==> src/rtl/qtwos_comp_pipe.sv <==
// Two-stage valid/ready pipeline that converts N-bit words between two's complement and
// sign-magnitude forms, flags saturated results and counts delivered saturations.
module qtwos_comp_pipe #(
   parameter int N     = 16,
   parameter int Q     = 8,
   parameter int CNT_W = 8
) (
   input  logic             clk,
   input  logic             rst_n,
   input  logic             in_valid,
   output logic             in_ready,
   input  logic [N-1:0]     in_data,
   input  logic [1:0]       in_mode,
   output logic             out_valid,
   input  logic             out_ready,
   output logic [N-1:0]     out_data,
   output logic             out_ovf,
   output logic [CNT_W-1:0] ovf_count,
   input  logic             ovf_clr
);

   typedef enum logic [1:0] {
      MODE_PASS  = 2'b00,
      MODE_NEG   = 2'b01,
      MODE_SM2TC = 2'b10,
      MODE_TC2SM = 2'b11
   } mode_e;

   localparam logic [N-1:0]     ONE_N   = N'(1);
   localparam logic [N-1:0]     MIN_N   = {1'b1, {(N-1){1'b0}}};
   localparam logic [N-1:0]     MAX_N   = {1'b0, {(N-1){1'b1}}};
   localparam logic [N-1:0]     ONES_N  = {N{1'b1}};
   localparam logic [CNT_W-1:0] CNT_ONE = CNT_W'(1);
   localparam logic [CNT_W-1:0] CNT_MAX = {CNT_W{1'b1}};

   // Q only documents the fixed-point interpretation; it is range-checked here and
   // otherwise has no effect on the bit-level arithmetic.
   if (N < 4 || Q < 0 || Q >= N || CNT_W < 1) begin : g_param_check
      $error("qtwos_comp_pipe: illegal parameters N=%0d Q=%0d CNT_W=%0d", N, Q, CNT_W);
   end

   // Handshake: a word moves on any edge where valid & ready are both high. The whole
   // pipe advances together on en = !out_valid | out_ready, and in_ready is exactly en,
   // so when the output is stalled every stage holds its data and valid bit.
   logic           en;

   logic           s1_valid_q, s1_valid_d;
   logic [N-1:0]   s1_data_q,  s1_data_d;
   mode_e          s1_mode_q,  s1_mode_d;

   logic           s2_valid_q, s2_valid_d;
   logic [N-1:0]   s2_data_q,  s2_data_d;
   logic           s2_ovf_q,   s2_ovf_d;

   logic [CNT_W-1:0] cnt_q, cnt_d;

   logic [N-1:0]   neg_x;
   logic [N-1:0]   mag;
   logic [N-1:0]   neg_mag;
   logic [N-1:0]   conv_data;
   logic           conv_ovf;

   assign en        = !s2_valid_q || out_ready;
   assign in_ready  = en;
   assign out_valid = s2_valid_q;
   assign out_data  = s2_data_q;
   assign out_ovf   = s2_ovf_q;
   assign ovf_count = cnt_q;

   // Full-width inversion keeps the negation exact for every operand except the minimum.
   always_comb begin
      neg_x     = ~s1_data_q + ONE_N;
      mag       = {1'b0, s1_data_q[N-2:0]};
      neg_mag   = ~mag + ONE_N;
      conv_data = s1_data_q;
      conv_ovf  = 1'b0;
      case (s1_mode_q)
         MODE_PASS: begin
            conv_data = s1_data_q;
         end
         MODE_NEG: begin
            if (s1_data_q == MIN_N) begin
               conv_data = MAX_N;
               conv_ovf  = 1'b1;
            end else begin
               conv_data = neg_x;
            end
         end
         MODE_SM2TC: begin
            conv_data = s1_data_q[N-1] ? neg_mag : mag;
         end
         MODE_TC2SM: begin
            if (s1_data_q == MIN_N) begin
               conv_data = ONES_N;
               conv_ovf  = 1'b1;
            end else if (s1_data_q[N-1]) begin
               conv_data = {1'b1, neg_x[N-2:0]};
            end else begin
               conv_data = s1_data_q;
            end
         end
         default: begin
            conv_data = s1_data_q;
         end
      endcase
   end

   always_comb begin
      s1_valid_d = s1_valid_q;
      s1_data_d  = s1_data_q;
      s1_mode_d  = s1_mode_q;
      s2_valid_d = s2_valid_q;
      s2_data_d  = s2_data_q;
      s2_ovf_d   = s2_ovf_q;
      if (en) begin
         s1_valid_d = in_valid;
         s2_valid_d = s1_valid_q;
         if (in_valid) begin
            s1_data_d = in_data;
            s1_mode_d = mode_e'(in_mode);
         end
         if (s1_valid_q) begin
            s2_data_d = conv_data;
            s2_ovf_d  = conv_ovf;
         end
      end
   end

   // Clear wins over a same-cycle saturated delivery.
   always_comb begin
      cnt_d = cnt_q;
      if (ovf_clr) begin
         cnt_d = '0;
      end else if (s2_valid_q && out_ready && s2_ovf_q && (cnt_q != CNT_MAX)) begin
         cnt_d = cnt_q + CNT_ONE;
      end
   end

   always_ff @(posedge clk or negedge rst_n) begin
      if (!rst_n) begin
         s1_valid_q <= 1'b0;
         s1_data_q  <= '0;
         s1_mode_q  <= MODE_PASS;
         s2_valid_q <= 1'b0;
         s2_data_q  <= '0;
         s2_ovf_q   <= 1'b0;
         cnt_q      <= '0;
      end else begin
         s1_valid_q <= s1_valid_d;
         s1_data_q  <= s1_data_d;
         s1_mode_q  <= s1_mode_d;
         s2_valid_q <= s2_valid_d;
         s2_data_q  <= s2_data_d;
         s2_ovf_q   <= s2_ovf_d;
         cnt_q      <= cnt_d;
      end
   end

endmodule

==> config.mk <==
export PLATFORM = sky130hd
export DESIGN_NAME = qtwos_comp_pipe
export DESIGN_NICKNAME = d
export VERILOG_FILES = /design/src/rtl/qtwos_comp_pipe.sv
export SDC_FILE = /design/constraint.sdc
export NUM_CORES = 1
export LEC_CHECK = 0
export CORE_MARGIN = 3
export CORE_UTILIZATION = 51
export CTS_CLUSTER_DIAMETER = 60
export DETAILED_ROUTE_END_ITERATION = 16
export HOLD_SLACK_MARGIN = 0.1
export PLACE_DENSITY_LB_ADDON = 0.2
export SYNTH_ARGS = -nofsm -noshare
export SYNTH_HDL_FRONTEND = slang
export SYNTH_SLANG_ARGS = --single-unit
export TNS_END_PERCENT = 1
==> constraint.sdc <==
create_clock -name clk -period 2.26 [get_ports clk]
set_input_delay 0.565 -clock clk [delete_from_list [all_inputs] [get_ports clk]]
set_output_delay 0.565 -clock clk [all_outputs]
set_load 0.005 [all_outputs]
==> results of run 1 <==
[routing by layer]
metal | track usage, % | vias to the layer above | wire, um
met3 | 3.65 | 7 | 258
met2 | 31.7 | 58 | 2600
met1 | 28.6 | 968 | 2380
met5 | 0 | - | 0
li1 | - | 950 | -
met4 | 4.15 | 0 | 44
[power groups by stage]
stage	logic, mW	clock network (mW)	registers (mW)
after CTS	0.934	0.628	1.16
after global placement	0.907	0	1.17
after global routing	1.02	0.656	1.19
after floorplan	0.469	0	1.15
after detailed placement	0.924	0	1.18
final	0.929	0.612	1.16
[through the flow]
stage	setup slack, ns	hold WS, ns	TNS (ns)
after floorplan	0.187	0.269	0
after global placement	-0.0750	0.503	-0.0750
after detailed placement	-0.0674	0.518	-0.0674
after CTS	0.124	0.249	0
after global routing	0.00308	0.260	0
final	0.109	0.240	0
[cells in the final DEF, fill, tap and decap left out, types with 2 or more instances in the layout]
cell,synthesis,routed
a211oi_2,2,2
a21oi_1,19,19
a31oi_1,7,7
a32oi_1,2,2
a41oi_1,2,2
buf_12,0,2
buf_4,1,15
clkbuf_8,0,6
clkdlybuf4s50_1,0,47
dfrtp_1,45,45
ha_1,3,3
inv_1,7,7
mux2_2,19,19
mux2i_1,3,3
nand2_1,9,9
nand3_1,6,6
nand4_1,4,4
nand4b_1,2,2
nor2_1,20,20
nor3_1,4,4
o21ai_0,8,8
o21bai_1,2,2
o31ai_1,4,4
or3_1,4,4
or4_1,4,4
or4_4,2,2
xnor2_1,5,5
xor2_1,5,5
[registers in the layout (all words and copies together), names as in the netlist]
register	cells
s1_valid_q	1
out_data	16
s1_data_q	16
out_ovf	1
ovf_count	8
out_valid	1
s1_mode_q	2
[cell families (layout without fill, tap and decap cells)]
| group | after synthesis | count (layout) | synth area share (%) |
|---|---|---|---|
| mux | 22 | 22 | 10.3 |
| fa+ha+maj | 3 | 3 | 1.58 |
| xor+xnor | 10 | 10 | 3.68 |
| simple gates | 69 | 69 | 18.3 |
| buf+inv | 18 | 81 | 3.79 |
| flops | 45 | 45 | 47.3 |
| compound gates | 53 | 53 | 15.1 |
[worst max-delay path, cell delays in order (launching register included)]
cell       delay [ns]
dfrtp_1          0.38
buf_4            0.15
inv_1            0.05
ha_1             0.21
or4b_1           0.51
a2111oi_0        0.48
or3_1            0.19
a32oi_1          0.05
[worst min path at each step]
stage / slack, ns / cells after the start / end
final: 0.24 / 2 / ovf_count[5]
after global routing: 0.26 / 2 / ovf_count[5]
after CTS: 0.25 / 2 / out_data[4]
after detailed placement: 0.52 / 2 / out_ovf
after global placement: 0.50 / 2 / out_ovf
after floorplan: 0.27 / 0 / out_data[0]
[layout make-up]
cell class / count / share of cell area [%]
clock inverter: 1 / 0.956
clock buffer: 7 / 2.75
timing repair buffer: 66 / 20.3
multi-input combinational: 157 / 37.3
tap: 52 / 2.07
sequential: 45 / 35.8
inverter: 7 / 0.836
==> flow_summary.toml, run 1 <==
[status]
status = "complete, no violations"

[clock_network]
cts_root_buffer = "clkbuf_8"
cts_buffer_depth = 2
postCtsSetupRepairBufs = 0
clkTransAtPathRegs_ns = 0.08
cts_buffers = 5
clkLatencyLatePin_ns = 0.29
holdBufCountCts = 0
cts_max_level = 2
cts_tree = "built"
clock_sinks = 45
ctsResizeCount = 2

[logic_synthesis]
ys_top_cells_by_area = "dfrtp_1 (47%), mux2_2 (9.0%), a21oi_1 (4.0%)"
yosys_warnings = 0
syn_area_um2 = 2380
ys_top_cells_by_count = "dfrtp_1 (45), nor2_1 (20), a21oi_1 (19), mux2_2 (19), nand2_1 (9)"
ys_seq_elements = 45
synth_area_per_cell_um2 = 10.8
synthFlopType = "dfrtp_1"
async_reset_ff_share_pct = 100
synth_cell_types = 50
yosysSeqAreaShare_pct = 47.3
syn_inst = 220
synth_top_cell_by_area = "dfrtp_1"
synth_nets = 246
yosysTopAreaCellShare_pct = 47.3
synth-edff-count = 0
synth.most_common_cell = "dfrtp_1"

[routing]
ant_nets = 0
first_pass_iters = 4
wl_per_cell_um = 15.8
route.detailed.drc = 0
viasPerCell = 5.92
drt_iter0_markers = 157
drt-total-wl_um = 5280
vias = 1983

[setup_path]
r2r_end = "out_data[8]"
cp-startpoint = "s1_data_q[1]"
r2r_cells = 7
reg2reg_slack_ns = 0.11
r2r_start = "s1_data_q[1]"
end_kind = "flip-flop"
crit_end = "out_data[8]"
crit_path_max_fanout = 5
critPathKind = "flip-flop to flip-flop"
worst_setup_path_start_kind = "flip-flop"
cp_data_required_time_ns = 2.41
arrival_ns = 2.30

[sta]
worst-slew-pin-transition_ns = 0.642
post-route-min-period_ns = 2.15
period_share_pct = 95.2
setup_viol = 0
fmax_mhz = 465
finalHoldViolCount = 0
rsz0062_at_grt = "no"
slew_headroom_pct = 56.0
drv_slew = 0
finClkSkew_ns = 0.00355

[die]
die-area_um2 = 5520
start_util_pct = 53.5
num_rows = 24
coreArea_um2 = 4440
die_w_um = 74.3
die_y_um = 74.3
ioPinCount = 50

[power_and_ir_drop]
swShare_pct = 29.9
ir_worst_vdd_v = 0.000588
power_density_nw_per_um2 = 860
p_sw_mw = 0.808
p_int_mw = 1.89
comb_power_share_pct = 34.4
clkPwrFrac_pct = 22.6
p_seq_share_pct = 43.0
p_leak_nw = 1.28
power_mw = 2.70

[placement]
dp.cells = 327
post-dp-hpwl_um = 3950
placed_area_um2 = 3020
io_buffers = 49
gp_congestion = 0.881

[final_layout]
seq_area_um2 = 1130
utilization_pct = 70.7
final_nets = 308
drive_gt1_share_pct = 19.4
num_antenna_cells = 0
design_area_um2 = 3140
syn_to_final_growth_pct = 32.0
stdcell_count = 335
multi_input_area_um2 = 1170
fill_cells = 356

[global_route]
grt_pass1_wl_um = 8490
grt_max_degree = 46
antenna_found_initial = 0
grt_overflow = 0
grt_usage_pct = 19.9
grt_pass1_vias = 1736

[run]
maxCapViolations = 0

[worst_hold_path]
hold_class = "primary input to asynchronous set/reset pin"
(Power assumes the default switching activity.)
==> inputs of run 2 (changes only) <==
--- a/config.mk
+++ b/config.mk
@@ -9,7 +9,8 @@
 export CORE_UTILIZATION = 51
 export CTS_CLUSTER_DIAMETER = 60
+export CTS_CLUSTER_SIZE = 28
 export DETAILED_ROUTE_END_ITERATION = 16
 export HOLD_SLACK_MARGIN = 0.1
-export PLACE_DENSITY_LB_ADDON = 0.2
+export PLACE_DENSITY_LB_ADDON = 0.15
 export SYNTH_ARGS = -nofsm -noshare
 export SYNTH_HDL_FRONTEND = slang
==> constraint.sdc (replaced) <==
create_clock -name clk -period 2.26 [get_ports clk]
set_input_delay 0.226 -clock clk [delete_from_list [all_inputs] [get_ports clk]]
set_output_delay 0.226 -clock clk [all_outputs]
set_load 0.005 [all_outputs]
==> run 2 against run 1 <==
  * First-iteration DRC count increased by 1.3%
  * Cell area decreased by 1.5%
  * Setup slack improved by 0.13 ns
  * Highest routed layer unchanged
  * Power decreased by 4.4%
  * Sequential share of layout area increased by 0.54 points
  * Critical endpoint is now out_data[15]
==> flow_summary.toml, run 2 (synthesis results as in run 1) <==
[placement]
post-dp-hpwl_um = 4010
io_buffers = 49
gp_congestion = 0.882
dp.cells = 327

[setup_path]
r2r_start = "s1_data_q[3]"
arrival_ns = 2.20
cp-startpoint = "s1_data_q[3]"
end_kind = "flip-flop"
worst_setup_path_start_kind = "flip-flop"
r2r_end = "out_data[15]"
crit_end = "out_data[15]"
crit_path_max_fanout = 7
reg2reg_slack_ns = 0.24
cp_data_required_time_ns = 2.44
r2r_cells = 8
critPathKind = "flip-flop to flip-flop"

[sta]
setup_viol = 0
drv_slew = 0
fmax_mhz = 494
post-route-min-period_ns = 2.02
finClkSkew_ns = 0.00724
period_share_pct = 89.6
finalHoldViolCount = 0
slew_headroom_pct = 48.4
rsz0062_at_grt = "no"
worst-slew-pin-transition_ns = 0.772
setup_tns_ns = 0
whs_ns = 0.434

[power_and_ir_drop]
power_density_nw_per_um2 = 834
p_leak_nw = 1.26
ir_worst_vdd_v = 0.000541

[global_route]
antenna_found_initial = 0
grt_pass1_vias = 1873
grt_usage_pct = 21.3
grt_pass1_wl_um = 9020
grt_max_degree = 25
grt_overflow = 0

[routing]
route.detailed.drc = 0
drt-total-wl_um = 5350
viasPerCell = 5.79
ant_nets = 0
wl_per_cell_um = 16.0
first_pass_iters = 5
drt_iter0_markers = 159
vias = 1939

[die]
ioPinCount = 50
die_y_um = 74.3
die_w_um = 74.3
num_rows = 24
die-area_um2 = 5520
coreArea_um2 = 4440
start_util_pct = 53.5

[clock_network]
cts_max_level = 2
postCtsSetupRepairBufs = 0
clkLatencyLatePin_ns = 0.30
cts_tree = "built"
clock_sinks = 45
cts_buffers = 5
clkTransAtPathRegs_ns = 0.08
cts_buffer_depth = 2
cts_root_buffer = "clkbuf_8"

[final_layout]
num_antenna_cells = 0
layout_common_cells = "clkdlybuf4s50_1 (48), dfrtp_1 (45), nor2_1 (20), mux2_2 (19), a21oi_1 (19)"
stdcell_count = 335
syn_to_final_growth_pct = 30.1
layout_commonest_cell = "clkdlybuf4s50_1"
drive_gt1_share_pct = 19.1
final_nets = 309

[worst_hold_path]
hold_class = "primary input to asynchronous set/reset pin"

[status]
status = "complete, no violations"

[run]
maxCapViolations = 0
[run 2: cell count changes in the layout (fill, tap and decap cells not counted)]
cell / change
buf_4: +2
clkdlybuf4s50_1: +1
nand2b_1: +1
dlygate4sd3_1: +1
nor3_1: -1
dlygate4sd2_1: -1
buf_12: -2
bufinv_16: -1
nand2b_4: -1
nor3_2: +1
[run 2: critical path, cell delays in order (launching register included)]
cell and delay, ns:
dfrtp_1 0.48, or4_4 0.55, nor3_2 0.17, nand4b_1 0.12
ha_1 0.21, mux2i_1 0.12, nand4_1 0.10, o21ai_0 0.10
a31oi_1 0.06
[run 2: cell type report]
cell class                 instances  area (um2)
sequential                        45        1130
timing repair buffer              67         623
multi-input combinational        157        1170
tap                               52        65.1
inverter                           7        26.3
clock buffer                       7        86.3
fill                             357        1350
[run 2: worst min path at each step]
stage                         endpoint  slack, ns  depth (start not counted)
after floorplan            out_data[0]      -0.07                          0
after global placement    ovf_count[5]       0.23                          2
after detailed placement  ovf_count[4]       0.23                          2
after CTS                  out_data[9]       0.44                          3
after global routing      ovf_count[5]       0.47                          3
final                      out_data[9]       0.43                          3
[run 2: per-stage QoR]
stage          area, um2  total power, mW  util [%]  worst slack (ns)
2_1_floorplan       2380             1.62         -             0.187
3_3_place_gp        2990             2.08      67.4             0.202
3_5_place_dp        2990             2.10      67.4             0.155
4_1_cts             3090             2.60      69.5             0.147
5_1_grt             3100             2.74      69.7            0.0456
6_report            3100             2.58      69.7             0.236
[run 2: power breakdown]
part           internal [mW]  total (mW)  switching [mW]
Sequential             0.990        1.14           0.155
Clock                  0.243       0.501           0.258
Combinational          0.542       0.937           0.395
[run 2: what timing repair did]
item	4_1_cts	5_1_grt
hold endpoints to repair	45	0
hold buffers	1	0
endpoints found under the setup margin	0	1
resized for setup	0	1
[run 2: metal layers]
layer | wire, um | GRT usage (%) | share of wire, %
met2 | 2630 | 33.9 | 49
met5 | 0 | 0 | 0
met1 | 2460 | 29.8 | 46
met4 | 74 | 6.52 | 1.4
met3 | 190 | 3.92 | 3.6
